`src/rtl/temporal_pkg.sv`:
```
// temporal_pkg: shared channel state and output mode types for the temporal LTE array
package temporal_pkg;
  typedef enum logic [1:0] {IDLE, FIRE, BLOCKED, DONE} ch_state_t;
  typedef enum logic {PULSE, LEVEL} out_mode_t;
endpackage

```
`src/rtl/lte_channel.sv`:
```
// lte_channel: one a<=b race channel with first-edge detection and a saturating pulse counter
module lte_channel
  import temporal_pkg::*;
#(
  parameter int PULSE_WIDTH = 8
) (
  input  logic aclk,
  input  logic grst,
  input  logic clr,
  input  logic level,
  input  logic a,
  input  logic b,
  output logic q
);
  localparam int PCW = $clog2(PULSE_WIDTH + 1);
  localparam logic [PCW-1:0] PMAX = PCW'(PULSE_WIDTH);
  ch_state_t state_q, state_d;
  logic [PCW-1:0] pcnt_q, pcnt_d;
  logic a_prev_q, a_prev_d, b_prev_q, b_prev_d;
  logic arr_a, arr_b;
  always_comb begin
    arr_a = a & ~a_prev_q;
    arr_b = b & ~b_prev_q;
    a_prev_d = clr ? 1'b0 : a;
    b_prev_d = clr ? 1'b0 : b;
    state_d = state_q;
    pcnt_d = pcnt_q;
    case (state_q)
      IDLE: state_d = arr_a ? FIRE : arr_b ? BLOCKED : IDLE;
      FIRE: begin
        pcnt_d = (pcnt_q == PMAX) ? pcnt_q : pcnt_q + 1'b1;
        state_d = (!level && pcnt_q == PMAX - 1'b1) ? DONE : FIRE;
      end
      default: state_d = state_q;
    endcase
    // boundary clear wins over any arrival sampled in the same cycle
    if (clr) begin
      state_d = IDLE;
      pcnt_d = '0;
    end
  end
  always_ff @(posedge aclk) begin
    if (grst) begin
      state_q <= IDLE;
      pcnt_q <= '0;
      a_prev_q <= 1'b0;
      b_prev_q <= 1'b0;
    end else begin
      state_q <= state_d;
      pcnt_q <= pcnt_d;
      a_prev_q <= a_prev_d;
      b_prev_q <= b_prev_d;
    end
  end
  assign q = state_q == FIRE;
endmodule

```
`src/rtl/temporal_lte_array.sv`:
```
// temporal_lte_array: gamma-cycle timebase and mode latch driving NUM_CH independent LTE channels
module temporal_lte_array
  import temporal_pkg::*;
#(
  parameter int NUM_CH = 8,
  parameter int GAMMA_CYCLE_WIDTH = 16,
  parameter int PULSE_WIDTH = 8
) (
  input  logic              aclk,
  input  logic              grst,
  input  logic              gamma_sync,
  input  logic              mode,
  input  logic [NUM_CH-1:0] a,
  input  logic [NUM_CH-1:0] b,
  output logic [NUM_CH-1:0] q,
  output logic              gamma_start
);
  localparam int GW = $clog2(GAMMA_CYCLE_WIDTH);
  localparam logic [GW-1:0] GLAST = GW'(GAMMA_CYCLE_WIDTH - 1);
  logic [GW-1:0] gcnt_q, gcnt_d;
  out_mode_t mode_q, mode_d;
  logic gend;
  always_comb begin
    gend = gamma_sync | (gcnt_q == GLAST);
    gcnt_d = gend ? '0 : gcnt_q + 1'b1;
    mode_d = (gcnt_q == '0) ? out_mode_t'(mode) : mode_q;
    gamma_start = gcnt_q == '0;
  end
  always_ff @(posedge aclk) begin
    if (grst) begin
      gcnt_q <= '0;
      mode_q <= PULSE;
    end else begin
      gcnt_q <= gcnt_d;
      mode_q <= mode_d;
    end
  end
  for (genvar i = 0; i < NUM_CH; i++) begin : g_ch
    lte_channel #(.PULSE_WIDTH(PULSE_WIDTH)) u_ch (
      .aclk (aclk),
      .grst (grst),
      .clr  (gend),
      .level(mode_q == LEVEL),
      .a    (a[i]),
      .b    (b[i]),
      .q    (q[i])
    );
  end
endmodule

```
`config.mk`:
```
export PLATFORM = sky130hd
export DESIGN_NAME = temporal_lte_array
export DESIGN_NICKNAME = d
export VERILOG_FILES = /design/src/rtl/temporal_pkg.sv /design/src/rtl/lte_channel.sv /design/src/rtl/temporal_lte_array.sv
export SDC_FILE = /design/constraint.sdc
export NUM_CORES = 1
export LEC_CHECK = 0
export BUFFER_PORTS_ARGS = -buffer_cell sky130_fd_sc_hd__buf_2
export CAP_MARGIN = 10
export CELL_PAD_IN_SITES_DETAIL_PLACEMENT = 2
export CELL_PAD_IN_SITES_GLOBAL_PLACEMENT = 2
export CORE_MARGIN = 3
export CORE_UTILIZATION = 30
export DETAILED_ROUTE_END_ITERATION = 16
export PLACE_DENSITY_LB_ADDON = 0.3
export SYNTH_ARGS = -nofsm -noshare
export SYNTH_HDL_FRONTEND = slang
export SYNTH_SLANG_ARGS = --single-unit
```
`constraint.sdc`:
```
create_clock -name aclk -period 3.05 [get_ports aclk]
set_clock_uncertainty 0.05 [all_clocks]
set_input_delay 0.1525 -clock aclk [delete_from_list [all_inputs] [get_ports aclk]]
set_output_delay 0.1525 -clock aclk [all_outputs]
set_load 0.01 [all_outputs]
```
==> summary.txt <==
STA
  – Final Hold Vio Count: 0
  – Final cycle utilization of the critical path: between 50% and 60%
  – Slew Limit Fails: 0
  – Setup TNS: 0 ns
  – Worst hold slack: 0.0247 ns
  – Tmin final: roughly 1.8 ns
  – F_max: 569 MHz
  – Max-slew headroom: between 60 and 70%
  – Finish-stage setup viols: 0
  – Least-Margin Pin Slew: about 0.52 ns
  – RSZ-0062 raised after global routing: no

Placement
  – Placed Area: approximately 3500 µm²
  – Number of port buffers: 28
  – Placer Congestion: about 0.74
  – Placed cells: 506
  – Post-detail-place hpwl: approximately 5500 µm

Detailed routing
  – First DRT Iteration DRCs: 45
  – Drt total wl: 7750 µm
  – Post-DR vias/cell: 4.91
  – Post-route ant nets: 0
  – DRC viols: 0
  – Routed via count: ~2600
  – Wire per inst: 14.4 µm
  – DRT Pass-1 Iters: 4

Final layout
  – Commonest non-fill, non-tap cell in the layout: dfxtp_1
  – Non-Filler Instances: approximately 540
  – Final core utilization: 37.4%
  – Design Area, Final: about 3900 µm²
  – Area delta synth->final: 18.8%
  – Inserted Diodes: 0
  – Final net count: about 440
  – Commonest cells after routing, fill and taps aside: 69 x dfxtp_1, 31 x inv_1, 30 x o21ai_0
  – # fillers: 1173
  – Ratio of cells with drive above 1 in the final layout: about a fifth

Setup path
  – Critical path arrival: about 2 ns
  – Reg2reg end: g_ch[1].u_ch.state_q[1]
  – Critical path capture point type: flop
  – Reg2reg start: gcnt_q[0]
  – Crit path max fanout: 16
  – Crit start category: flop
  – Path depth of the worst reg2reg path: 4
  – Critical path type: flop to flop
  – R2R Setup Slk: 1.29 ns
  – WP data required: 3.29 ns

Synthesis
  – Synth top area share: about two fifths
  – Dominant cell type by area after synthesis: dfxtp_1
  – Yosys cell types: 35
  – Seq/Total Area, Yosys: 41.7%
  – Register bit total from synthesis: approximately 70
  – Synth top area cells: dfxtp_1 42%, a21oi_2 7.1%, ha_1 6.8%
  – Syn_nets: between 300 and 400
  – Syn Inst Count: around 360
  – Synth Area per Inst: 9.32 µm²
  – Yosys warning total: 0
  – Cell Area, Synth: approximately 3300 µm²

Die
  – Row cnt: 37
  – Die ar.: approximately 12000 µm²
  – Horiz. Die Dim: 111 µm
  – CORE AREA: between 10000 and 15000 µm²
  – Initial Utilization: between 30% and 40%
  – Die Ht: around 110 µm
  – I/O Pins: 29

Global routing
  – First-pass GRT wire length: 13600 µm
  – Initial antenna violation count: 0
  – GRT Util Overall: 13.3%
  – Largest net degree at the start of global routing: 28
  – Total gr overflow: 0
  – Vias in the first global route: 2843

Worst hold path
  – WHS Endpoint: mode_q
  – Hold depth: 3
  – Hold crit path type: primary input to flop
  – HP Start: mode

Clock tree
  – Post-CTS sizing: 0
  – Maximum buffer depth of the clock tree: 2
  – CTS tree: built
  – Clock tree sinks: 69
  – Post-CTS Setup Bufs: 0
  – # hold bufs at CTS: 17
  – H-Tree Depth: 3
  – Number of buffers created by CTS: 9
  – Skew-Pair Late Insertion Delay: approximately 0.34 ns
  – Root Driver: clkbuf_8
  – Clock-pin slew on the worst setup and hold paths: ~0.070 ns

Power
  – PwrDens: between 400 and 500 nW/µm²
  – Leak Pwr: between 1 and 1.5 nW
  – Maximum vdd drop: roughly 250 µV

Status
  – Status: finished clean

Run
  – Maxcap violations: 0
## cells in the mapped netlist, drive strengths merged
master	number
nand4	4
buf	15
xnor2	1
nor2	23
or3	7
a311o	1
o31a	4
and2	18
a41oi	1
and3b	8
dfxtp	69
a21oi	39
a311oi	2
or4	7
clkinv	7
nor4b	4
nand4b	4
a31o	1
a31oi	4
nor3b	1
nand3b	8
mux2i	1
nand2b	12
ha	18
o21ai	30
xor2	1
o21a	4
nor3	1
inv	31
nor2b	4
nand3	25
## state kept, by name, summed over array words and instances (netlist names)
name	flops
g_ch.u_ch.a_prev_q	8
g_ch.u_ch.b_prev_q	8
g_ch.u_ch.pcnt_q	32
g_ch.u_ch.state_q	16
gcnt_q	4
mode_q	1
## per-stage QoR
| stage | setup WS, ns | total power [W] |
|---|---|---|
| 6_report | 1.29 | 0.00193 |
| 5_1_grt | 1.16 | 0.00204 |
| 4_1_cts | 1.22 | 0.00198 |
| 3_5_place_dp | 1.23 | 0.00110 |
| 3_3_place_gp | 1.35 | 0.00109 |
| 2_1_floorplan | 1.65 | 0.00105 |
## logic make-up (layout without fill, tap and decap cells)
logic type                 count (synthesis)  after routing  share of synthesized area, %
AOI/OAI and AO/OA                         86             86                          18.0
and+or+nand+nor                          126            126                          24.6
adders and majority gates                 18             18                          6.81
DFF                                       69             69                          41.7
xor gates and xnor gates                   2              2                         0.529
buffers and inverters                     53            101                          8.01
muxes                                      1              1                         0.302
## power by group
group	internal (W)	total [W]	switching (W)	leakage, nW
combinational	0.0000701	0.000145	0.0000749	0.784
clock	0.000481	0.000845	0.000364	0.112
sequential	0.000923	0.000944	0.0000212	0.561
## worst max-delay path by stage
stage | start | to | slack, ns | cells past startpoint
after floorplan | gcnt_q[0] | g_ch[0].u_ch.pcnt_q[2] | 1.65 | 5
after global placement | gcnt_q[0] | g_ch[0].u_ch.state_q[1] | 1.35 | 4
after detailed placement | gcnt_q[0] | g_ch[6].u_ch.state_q[1] | 1.23 | 4
after CTS | gcnt_q[0] | g_ch[6].u_ch.state_q[1] | 1.22 | 4
after global routing | gcnt_q[0] | g_ch[6].u_ch.state_q[1] | 1.16 | 4
final | gcnt_q[0] | g_ch[1].u_ch.state_q[1] | 1.29 | 4
## critical path, stage by stage, from the launching register on
cell	delay, ns
dfxtp_1	0.34
ha_1	0.27
a311oi_4	0.55
buf_4	0.33
o31a_1	0.16
## layout make-up
class / instances / area, µm² / area share [%]
Multi-Input combinational cell: 233 / 1680 / 42.6
Inverter: 38 / 143 / 3.63
Clock inverter: 6 / 86.3 / 2.20
Sequential cell: 69 / 1380 / 35.1
Timing Repair Buffer: 47 / 338 / 8.59
Clock buffer: 10 / 138 / 3.50
Tap cell: 136 / 170 / 4.33
## routing by layer
metal,up-vias,global-route usage (%),share of wire [%]
met5,-,0,0
met4,0,4.62,1.6
met3,12,2.78,2.2
met2,22,23.9,52
met1,1298,15.7,44
li1,1312,-,-
Power figures use the tool's default switching activity.
